==> src/rtl/pc_redirect_unit.sv <==
// ---------------------------------------------------------------------------
// pc_redirect_unit
//
// Owns the program counter at the consumer end of the BEQ resolution path.
// A resolved branch arrives from EX as (Zero flag, PC+4, raw 16-bit offset).
// If the branch is taken, the PC is redirected to PC+4 + sext(offset)<<2 and
// fetch is flushed for FLUSH_CYCLES bubble cycles. Otherwise the PC
// advances by 4 each cycle unless fetch is stalled.
//
// Ports:
//   clk          clock, all state updates on rising edge
//   reset        synchronous active-high reset
//   stall        fetch stall request (holds PC when no redirect happens)
//   br_valid     a branch resolution is presented this cycle
//   br_ready     unit can accept a resolution (accept = br_valid & br_ready)
//   br_zero      ALU Zero flag, 1 means the branch is taken
//   br_pc_plus4  PC+4 of the branch instruction
//   br_offset    raw BEQ immediate (signed word offset)
//   pc           current fetch address
//   pc_plus4     pc + 4, wrapping modulo 2^WIDTH
//   fetch_valid  fetch at pc is valid this cycle
//   flush        kill younger in-flight instructions
//   misaligned   one-cycle pulse, taken target had nonzero low bits
//   taken_count  taken branches since reset, wraps at 2^16
//
// WIDTH must be at least 18 so the shifted offset fits before extension.
// ---------------------------------------------------------------------------
module pc_redirect_unit #(
  parameter int unsigned         WIDTH        = 32,
  parameter logic [WIDTH-1:0]    RESET_PC     = '0,
  parameter int unsigned         FLUSH_CYCLES = 2
) (
  input  logic             clk,
  input  logic             reset,
  input  logic             stall,
  input  logic             br_valid,
  output logic             br_ready,
  input  logic             br_zero,
  input  logic [WIDTH-1:0] br_pc_plus4,
  input  logic [15:0]      br_offset,
  output logic [WIDTH-1:0] pc,
  output logic [WIDTH-1:0] pc_plus4,
  output logic             fetch_valid,
  output logic             flush,
  output logic             misaligned,
  output logic [15:0]      taken_count
);

  typedef enum logic {
    RUN   = 1'b0,
    FLUSH = 1'b1
  } state_t;

  state_t           state;
  logic [3:0]       cnt;
  logic [WIDTH-1:0] offset_ext;
  logic [WIDTH-1:0] target;
  logic             accept;
  logic             take;

  // Offset is a word offset: shift left by two, then sign-extend to WIDTH.
  assign offset_ext = {{(WIDTH-18){br_offset[15]}}, br_offset, 2'b00};
  assign target     = br_pc_plus4 + offset_ext;

  assign pc_plus4   = pc + WIDTH'(4);

  // Handshake and fetch qualifiers are decoded from state; reset forces
  // them low immediately so nothing is fetched or accepted during reset.
  assign br_ready    = (state == RUN) && !reset;
  assign fetch_valid = (state == RUN) && !stall && !reset;
  assign flush       = (state == FLUSH);

  assign accept = br_valid && br_ready;
  assign take   = accept && br_zero;

  // Single state machine: PC update, bubble countdown, taken counter and the
  // misalignment pulse. A taken redirect wins over stall; the low target bits
  // are dropped so fetch always stays word aligned.
  always_ff @(posedge clk) begin
    if (reset) begin
      state       <= RUN;
      pc          <= RESET_PC;
      cnt         <= '0;
      misaligned  <= 1'b0;
      taken_count <= '0;
    end else begin
      misaligned <= 1'b0;
      case (state)
        RUN: begin
          if (take) begin
            pc          <= {target[WIDTH-1:2], 2'b00};
            taken_count <= taken_count + 16'd1;
            misaligned  <= |target[1:0];
            if (FLUSH_CYCLES > 0) begin
              cnt   <= 4'(FLUSH_CYCLES);
              state <= FLUSH;
            end
          end else if (!stall) begin
            pc <= pc_plus4;
          end
        end
        FLUSH: begin
          // Countdown ignores stall; the last flush cycle is the one with cnt==1.
          cnt <= cnt - 4'd1;
          if (cnt == 4'd1) begin
            state <= RUN;
          end
        end
        default: begin
          state <= RUN;
        end
      endcase
    end
  end

endmodule

==> config.mk <==
export PLATFORM = sky130hd
export DESIGN_NAME = pc_redirect_unit
export DESIGN_NICKNAME = d
export VERILOG_FILES = /design/src/rtl/pc_redirect_unit.sv
export SDC_FILE = /design/constraint.sdc
export NUM_CORES = 1
export LEC_CHECK = 0
export ABC_AREA = 0
export ABC_CLOCK_PERIOD_IN_PS = 5400
export BUFFER_PORTS_ARGS = -buffer_cell sky130_fd_sc_hd__buf_2
export CORE_MARGIN = 4
export CORE_UTILIZATION = 50
export DETAILED_ROUTE_END_ITERATION = 8
export PLACE_DENSITY = 0.74
export SLEW_MARGIN = 20
export SYNTH_ARGS = -nofsm -noshare
export SYNTH_HDL_FRONTEND = slang
export SYNTH_SLANG_ARGS = --single-unit
==> constraint.sdc <==
create_clock -name clk -period 5.4 [get_ports clk]
set_input_delay 0 -clock clk [delete_from_list [all_inputs] [get_ports clk]]
set_output_delay 0 -clock clk [all_outputs]
set_load 0.02 [all_outputs]
* Yosys cells after proc, flatten, opt, wreduce, memory -nomap -nowiden
Cells that the tools add are included.
Operators by class: add/sub/neg operators 4, equality and inequality tests 3, multiplexer cells 7, bitwise logic cells 2, reductions and logical operators 11
Operators by type and width (number):
- 2-to-1 mux 32 bit | 2
- adder 32 x 3 -> 32 bit (second input constant) | 1
- adder 32 bit | 1
- adder 16 x 1 -> 16 bit (second input constant) | 1
- case mux 4 bit (2 select lines) | 1
- logical AND 1 bit | 5
- == test 4 x 1 -> 1 bit (second input constant) | 1
- 2-to-1 mux 4 bit | 1
- AND reduction 2 bit | 2
- subtractor 4 x 1 -> 4 bit (second input constant) | 1
- OR reduction 3 bit | 1
- logical NOT 1 bit | 2
- 2-to-1 mux 1 bit | 2
- inequality test 2 x 1 -> 1 bit (second input constant) | 1
- inequality test 2 bit (second input constant) | 1
- inverter 1 bit | 2
- case mux 1 bit (2 select lines) | 1
- OR reduction 2 bit | 1
Word-level totals: flip-flop bits (word level) 54, input port bits 53, output and inout port bits 84, logic and storage cells 32

* Logic depth before layout (Yosys ltp)
Gate-level depths: netlist of run 1.
depth after elaboration 6, mapped depth 9

* Worst setup path after synthesis of run 1
OpenSTA, ideal clock, no wires.
path kind register to output, start reg pc[2], end out pc_plus4[24], arrival time 2262 ps, required time 5400 ps, path slack 3138 ps, cell stages (with the launch flop) 10, buffers on the path 2, path through dfxtp_1 -> ha_1 -> and3_1 -> clkbuf_1 -> and4_1 -> buf_2 -> nand2b_1 -> nor2_1 -> nand2_1 -> xnor2_1
On the way: cells in the longest elaborated chain, start to end 1
RTL lines:
- start: declaration | RTL line 41 | output logic [WIDTH-1:0] pc,
- start signal: assignment | RTL line 91 | pc <= {target[WIDTH-1:2], 2'b00};
- start signal: assignment | RTL line 99 | pc <= pc_plus4;
- adder 32 x 3 -> 32 bit | RTL line 65 | assign pc_plus4 = pc + WIDTH'(4);
- end: declaration | RTL line 42 | output logic [WIDTH-1:0] pc_plus4,
Every way passes these cells.

* Worst setup path in the final report of run 1
start reg pc[2], end out pc_plus4[28]
The elaborated chain is that of the path after synthesis.

==> run summary, run 1 <==
Outcome: complete, no violations
Hold path start: br_valid
Delay of the slowest critical-path stage: 460 ps
Worst-Margin Slew: 640 ps
Ranking of synthesized cells by area: dfxtp_1 (21%), xnor2_1 (8.7%), ha_1 (8.5%)
Drt first pass iters: 5
WP buf/inv: 1
Layout cells sized above 1: 20.1%
CORE AREA: 9330 µm²
Net Sw Power: 427 µW
Synth cell count leaders: nor2_1 (76), nand2_1 (54), dfxtp_1 (52), xnor2_1 (48), a21oi_1 (40)
Final wirelength: 14400 µm
Yosys top cell by area: dfxtp_1
Leakage: 0.00250 µW
First-pass GRT wire length: 23600 µm
Combinational fraction of design power: 37.3%
Yosys warning count: 0
Mean Syn Cell Area: 7.57 µm²
EDFF count, synth: 0
Largest net degree at the start of global routing: 47
Area Overhead vs Synth: 17.0%
Post-route setup slack: 2620 ps
Clock Latency Late Sink: 300 ps
Cells on worst reg2reg path: 7
Cells after Synth: 640
ANT nets after route: 0
Worst Setup Start Kind: register
Clock Sinks: 52
Slew headroom: 57.1%
Reg2reg start: pc[2]
Crit. End Element: output pin
RSZ-0062 raised after global routing: no
Number of CTS-inserted buffers: 5
# fillers: 879
Wirelength per Cell: 16.4 µm
Worst Path Required: 5400 ps
Via count: 5172
GRT Total Usage: 24.9%
Register area: 1040 µm²
FFs w/ async S/R, synth: 0%
Top FF cell, synth: dfxtp_1
Number of remaining DRC errors: 0
Hold/Removal Path Class: in2reg
CP delay by family, top: simple AND/OR/NAND/NOR gates
Yosys reg bits: 52
Crit-path max FO: 9
Yosys cell types: 68
Final setup viols: 0
Netlist Area Pre-Place: 4850 µm²
Initial antenna violation count: 0
Nets@finish: 838
Slowest stage cell, crit path: and4_1
Initial core utilization: 52.0%
Max-slew violation count: 0
Final design area excluding fillers: 5670 µm²
Fin Hold WS: 91.9 ps
Post-Route Skew: 5.94 ps
CP Cell Sequence: ha_1 -> and3_1 -> and4_1 -> nand2b_1 -> nor2_1 -> nand2_1 -> xnor2_1 -> buf_2
Diodes inserted: 0
Vias/cell: 5.87
Hold EP: flush
Gr busiest metal: met2
Number of gates resized after cts: 0
Congestion Overflow GR: 0
Port Buffer Count: 132
Initial DRC count: 271
Hold Crit Depth: 3
Tmin final: 2780 ps
Row count: 35
Register share of total power: 39.1%
Switching Fraction: 37.8%
Clk slew on worst S/H paths: 90 ps
Met3 Use GR: 2.37%
FF-to-FF End: pc[30]
Synth top area share: 21.5%
Internal power: 703 µW
M2 GR Usage: 40.7%
Clock Tree Root: clkbuf_8
Max cap viols: 0
Met1 Usage GRT: 35.6%
H-tree depth: 2
Setup slack at placement: 2770 ps
Max clock buf depth: 2
I/O pin cnt: 137
Fmax: 0.360 GHz
Area of the multi-input gates: 3600 µm²
PwrDens: 199 nW/µm²
Post-DP Area: 5540 µm²
Most frequent cell after synthesis: nor2_1
Sequential-to-total area share from yosys stat: 21.5%
R2R setup slack: 2970 ps
CTS tree: done
Period utilisation layout: 51.5%
Arrival time of the worst setup path: 2780 ps
GP Congestion: 0.915
Endpoints failing hold: 0
Setup TNS: 0 ps
Peak supply drop: 0.137 mV
Post-DP HPWL: 11300 µm
Vias in the first global route: 4853
Setup CP Type: reg2out
DIE AREA: 11300 µm²
Die width: 106 µm
Die boundary height: 106 µm
Clk pwr share: 23.6%
==> logic make-up (layout without fill, tap and decap cells) <==
kind of cell    count (synthesis)  count (layout)  synth area share (%)
compound gates                149             149                  20.4
xor+xnor                       87              87                  15.7
fa+ha+maj                      34              34                  8.93
buf+inv                        49             158                  4.67
flops                          52              52                  21.5
mux                             4               4                 0.852
other cells                     1               4                0.0774
simple gates                  264             264                  27.8
==> worst max-delay path by stage <==
| stage | from | depth (start not counted) | endpoint |
|---|---|---|---|
| global route | pc[2] | 8 | pc_plus4[28] |
| CTS | pc[2] | 8 | pc_plus4[28] |
| finish | pc[2] | 8 | pc_plus4[28] |
| global placement | br_pc_plus4[2] | 9 | pc[22] |
| floorplan | pc[2] | 9 | pc_plus4[24] |
| detailed placement | br_pc_plus4[2] | 9 | pc[22] |
==> cell usage in the layout, fill, tap and decap left out, types with 6 or more instances in the layout <==
cell type and n:
buf_2 132, and2_1 7, a21oi_1 40, dfxtp_1 52
xor2_1 39, nand4_1 20, xnor2_1 48, nor3_1 18
o21ai_1 10, nor2_1 76, inv_1 13, o211ai_1 6
nand3_1 31, and4_1 13, a21o_1 11, o22ai_1 8
nand2_1 54, and3_1 12, o21a_1 6, a211oi_1 17
o21ai_0 14, ha_1 33
==> metal layers <==
layer / vias to the layer above / wire length [µm]
li1: 2544 / -
met1: 2417 / 6510
met2: 195 / 6760
met3: 16 / 998
met4: 0 / 159
met5: - / 0
==> power groups by stage <==
stage | combinational [µW] | clock (µW) | sequential (µW)
2_1_floorplan | 279 | 0 | 460
3_3_place_gp | 411 | 0 | 448
3_5_place_dp | 414 | 0 | 450
4_1_cts | 418 | 271 | 441
5_1_grt | 461 | 287 | 447
6_report | 421 | 267 | 442
==> stage by stage <==
stage          utilization (%)  std cells  power (µW)
3_3_place_gp              59.4        871         860
2_1_floorplan                -        643         738
5_1_grt                   60.8        881        1190
4_1_cts                   60.8        881        1130
3_5_place_dp              59.4        871         863
6_report                  60.8        881        1130
==> timing repair <==
action	CTS	global route
hold buffers	2	0
setup buffers	0	0
endpoints found under the hold margin	1	0
==> worst register-to-register path, cell delays in order (launching register included) <==
cell      delay [ps]
dfxtp_1          450
ha_1             250
and3_1           290
and4_1           460
nand4_1          190
xor2_1           180
o311ai_0         110
or3b_1           380
==> state kept, by name (all words and copies together) (netlist names) <==
register,flops
pc,30
cnt,4
flush,1
taken_count,16
misaligned,1
==> cell type report <==
class | instances | area share [%]
Multi-Input combinational cell | 542 | 63.6
Sequential cell | 52 | 18.4
Timing Repair Buffer | 137 | 12.4
Tap cell | 129 | 2.85
Clock buffer | 5 | 1.21
Inverter | 13 | 0.861
Clock inverter | 3 | 0.750
Note: power is estimated with default switching activity, not from simulation.
==> run 2, diff against run 1 <==
- ABC_CLOCK_PERIOD_IN_PS: 5400 -> 2500
- CORE_UTILIZATION: 50 -> 49
- PLACE_DENSITY: 0.74 -> 0.76
- clock period: 5.4 -> 2.5 ns (I/O delays scaled with it)
==> run summary, run 2 (synthesized netlist as in run 1, its figures left out) <==
Outcome: complete, no violations
Worst Setup Start Kind: register
Worst Path Required: 2500 ps
Crit path launch: pc[3]
Total Power: 2530 µW
Most flops, register: pc
Tmin final: 2340 ps
I/O pin cnt: 137
Layout cells sized above 1: 22.7%
Via count: 5256
CP Cell Sequence: ha_1 -> and3_1 -> and4_2 -> nand2b_1 -> nor2_4 -> nand2_1 -> xnor2_1 -> buf_2
Fmax: 0.428 GHz
Max-slew violation count: 0
GP Congestion: 0.989
RSZ-0062 raised after global routing: no
Endpoints failing hold: 0
Initial antenna violation count: 0
Hold Crit Depth: 3
Crit-path max FO: 5
Clock Latency Late Sink: 310 ps
Cells on worst reg2reg path: 7
Vias/cell: 5.79
Hold/Removal Path Class: in2reg
Congestion Overflow GR: 0
Arrival time of the worst setup path: 2340 ps
Final setup viols: 0
Max cap viols: 0
Commonest non-fill, non-tap cell in the layout: buf_2
Wirelength per Cell: 16.2 µm
Clock Tree Root: clkbuf_8
Final wirelength: 14700 µm
ANT nets after route: 0
Crit. End Element: output pin
GRT Total Usage: 24.9%
Die width: 107 µm
Delay of the slowest critical-path stage: 410 ps
Initial core utilization: 50.0%
Row count: 36
Number of CTS-inserted buffers: 5
Diodes inserted: 0
Drt first pass iters: 5
First-pass GRT wire length: 24000 µm
Leakage: 0.00264 µW
Peak supply drop: 0.199 mV
DIE AREA: 11500 µm²
FF-to-FF End: pc[30]
Hold path start: br_zero
Vias in the first global route: 4979
Initial DRC count: 314
Largest net degree at the start of global routing: 45
CORE AREA: 9680 µm²
Hold EP: flush
R2R setup slack: 350 ps
Fin Hold WS: 130 ps
Number of remaining DRC errors: 0
Largest register FFs: 30
Post-route setup slack: 162 ps
Slew headroom: 65.6%
Biggest regs: pc (30), taken_count (16), cnt (4)
Setup CP Type: reg2out
Most frequent cells in the layout: buf_2 (132), nor2_1 (75), nand2_1 (54), dfxtp_1 (52), xnor2_1 (48)
Post-DP HPWL: 11700 µm
Area Overhead vs Synth: 21.6%
Port Buffer Count: 132
Setup TNS: 0 ps
Clk slew on worst S/H paths: 100 ps
PwrDens: 429 nW/µm²
Clock Sinks: 52
Setup Buffers After CTS: 0
Worst-Margin Slew: 513 ps
Setup slack at placement: 85.5 ps
CTS tree: done
Period utilisation layout: 93.5%
Slowest stage cell, crit path: dfxtp_1
H-tree depth: 2
Post-layout util: 60.8%
Max clock buf depth: 2
Post-Route Skew: 5.40 ps
Nets@finish: 861
Reg2reg start: pc[3]
Die boundary height: 107 µm
==> run 2: cell count changes in the layout (fill, tap and decap cells not counted), sizes merged <==
cell and change:
clkbuf +1, buf +23, clkinvlp -1
==> run 2: worst max-delay path by stage <==
| stage | slack (ps) | cells past startpoint | end |
|---|---|---|---|
| 2_1_floorplan | 240 | 9 | pc_plus4[24] |
| 3_3_place_gp | 140 | 9 | pc[28] |
| 3_5_place_dp | 90 | 9 | pc[28] |
| 4_1_cts | 70 | 8 | pc_plus4[24] |
| 5_1_grt | 10 | 8 | pc_plus4[24] |
| 6_report | 160 | 8 | pc_plus4[24] |
==> run 2: timing repair <==
| action | CTS | global route |
|---|---|---|
| endpoints found under the setup margin | 1 | 4 |
| gates resized for setup | 1 | 2 |
| hold buffers | 2 | 0 |
| hold endpoints to repair | 1 | 0 |
==> run 2: cell type report <==
class | count | area, µm²
Sequential cell | 52 | 1040
Timing Repair Buffer | 160 | 901
Tap cell | 133 | 166
Inverter | 13 | 48.8
Multi-Input combinational cell | 542 | 3610
Fill cell | 909 | 3790
Clock inverter | 2 | 38.8
Clock buffer | 6 | 82.6
==> run 2: critical path, delay by kind of cell (launching register included) <==
family	cells	cell delay (ps)
simple gates	5	980
flops	1	410
fa+ha+maj	1	230
buf+inv	1	210
xor+xnor	1	180
==> run 2: per-layer routing <==
metal	wire [µm]	part of all wire (%)	track usage, %	vias up
met2	6980	47	42.8	223
met3	1020	6.9	3.06	30
met5	0	0	0	-
li1	-	-	-	2590
met4	358	2.4	5.95	0
met1	6380	43	33.4	2413
==> run 2: through the flow <==
stage               cells  cell area [µm²]
detailed placement    898             5740
finish                908             5890
global route          908             5890
floorplan             643             4860
global placement      898             5740
CTS                   908             5890
==> run 2: where the power goes <==
part	internal (µW)	switching (µW)	total [µW]	leakage, µW
Combinational	382	594	976	0.00215
Sequential	874	63.2	938	0.000424
Clock	328	286	614	0.0000614
==> run 3, diff against run 2 <==
- PLACE_DENSITY: 0.76 -> 0.78
==> run summary, run 3 (synthesized netlist as in run 1, its figures left out) <==
Crit-path max FO: 5
Cells on worst reg2reg path: 7
Hold Crit Depth: 5
Met1 Usage GRT: 32.6%
Worst Path Required: 2500 ps
Post-Route Skew: 3.55 ps
Fmax: 0.439 GHz
Hold path start: stall
Die boundary height: 107 µm
Vias/cell: 5.80
Setup TNS: 0 ps
GP Congestion: 0.968
Most flops, register: pc
I/O pin cnt: 137
Peak supply drop: 0.263 mV
Clock Sinks: 52
Wirelength per Cell: 16.3 µm
Gr busiest metal: met2
# fillers: 904
Largest net degree at the start of global routing: 45
DP Cell Count: 897
CP Cell Sequence: ha_1 -> and3_1 -> and4_2 -> nand2b_1 -> nor2_4 -> nand2_1 -> xnor2_1 -> buf_2
Drt first pass iters: 5
Final setup viols: 0
Tmin final: 2280 ps
Congestion Overflow GR: 0
Setup CP Type: reg2out
Initial core utilization: 50.0%
Layout cells sized above 1: 22.7%
Diodes inserted: 0
Post-route setup slack: 222 ps
Max clock buf depth: 2
Worst Setup Start Kind: register
Die width: 107 µm
Met3 Use GR: 3.24%
Max-slew violation count: 0
Outcome: complete, no violations
Crit path launch: pc[3]
ANT nets after route: 0
Nets@finish: 860
RSZ-0062 raised after global routing: no
Largest register FFs: 30
Area Overhead vs Synth: 21.5%
Via count: 5258
Max cap viols: 0
R2R setup slack: 320 ps
Worst-Margin Slew: 554 ps
DIE AREA: 11500 µm²
Number of CTS-inserted buffers: 5
FF-to-FF End: pc[30]
Final Non-Filler Cells: 907
M2 GR Usage: 42.3%
Setup Buffers After CTS: 0
Final wirelength: 14800 µm
H-tree depth: 2
Delay of the slowest critical-path stage: 410 ps
Reg2reg start: pc[3]
Initial antenna violation count: 0
Initial DRC count: 288
PwrDens: 428 nW/µm²
Hold/Removal Path Class: in2reg
Clk slew on worst S/H paths: 100 ps
Arrival time of the worst setup path: 2280 ps
Vias in the first global route: 4994
Leakage: 0.00263 µW
Row count: 36
First-pass GRT wire length: 23700 µm
CTS tree: done
Endpoints failing hold: 0
Slew headroom: 62.9%
Clock Latency Late Sink: 310 ps
Clock Tree Root: clkbuf_8
Hold EP: pc[3]
Post-DP HPWL: 11600 µm
Biggest regs: pc (30), taken_count (16), cnt (4)
CORE AREA: 9680 µm²
Period utilisation layout: 91.1%
Port Buffer Count: 132
Number of remaining DRC errors: 0
Crit. End Element: output pin
Slowest stage cell, crit path: dfxtp_1
Commonest non-fill, non-tap cell in the layout: buf_2
GRT Total Usage: 24.9%
Most frequent cells in the layout: buf_2 (132), nor2_1 (75), nand2_1 (54), dfxtp_1 (51), xnor2_1 (48)
Setup slack at placement: 76.0 ps
[run 3: cell count changes in the layout (fill, tap and decap cells not counted), sizes merged]
cell	change
buf	-1
[run 3: worst max path at each step]
stage	end	slack (ps)	cells after the start
finish	pc_plus4[30]	220	8
global route	pc_plus4[24]	60	8
CTS	pc_plus4[28]	30	8
detailed placement	pc[28]	80	9
global placement	pc[28]	140	9
floorplan	pc_plus4[24]	240	9
[run 3: where the power goes]
part / switching [µW] / leakage (µW) / internal, µW
clock network: 286 / 0.0000614 / 328
registers: 65.5 / 0.000424 / 875
logic: 588 / 0.00215 / 380
[run 3: metal layers]
metal	routed length (µm)	vias up
met4	353	0
met2	6890	199
met1	6660	2433
met3	915	31
li1	-	2595
met5	0	-
[run 3: area by class of cell]
| class | instances | area, µm² | share of cell area [%] |
|---|---|---|---|
| tap | 133 | 166 | 2.83 |
| clock inverter | 2 | 38.8 | 0.659 |
| clock buffer | 6 | 82.6 | 1.40 |
| inverter | 13 | 48.8 | 0.829 |
| timing repair buffer | 159 | 893 | 15.2 |
| multi-input combinational | 542 | 3610 | 61.4 |
| sequential | 52 | 1040 | 17.7 |
[run 3: worst max-delay path: cells and delay by family (launching register included)]
kind / cells / cell delay [ps]
buf+inv: 1 / 190
flops: 1 / 410
simple gates: 5 / 1020
fa+ha+maj: 1 / 230
xor+xnor: 1 / 140
[run 3: repair_timing]
action	CTS	global route
hold buffers	2	0
hold endpoints to repair	1	0
setup endpoints to repair	4	5
resized for setup	1	3
[run 3: per-stage QoR]
step / hold slack (ps) / cell area (µm²) / total power, µW / utilization (%)
floorplan: 116 / 4860 / 1600 / -
global placement: 208 / 5730 / 1890 / 59.2
detailed placement: 227 / 5730 / 1910 / 59.2
CTS: 183 / 5880 / 2510 / 60.7
global route: 213 / 5890 / 2660 / 60.8
finish: 197 / 5890 / 2520 / 60.8
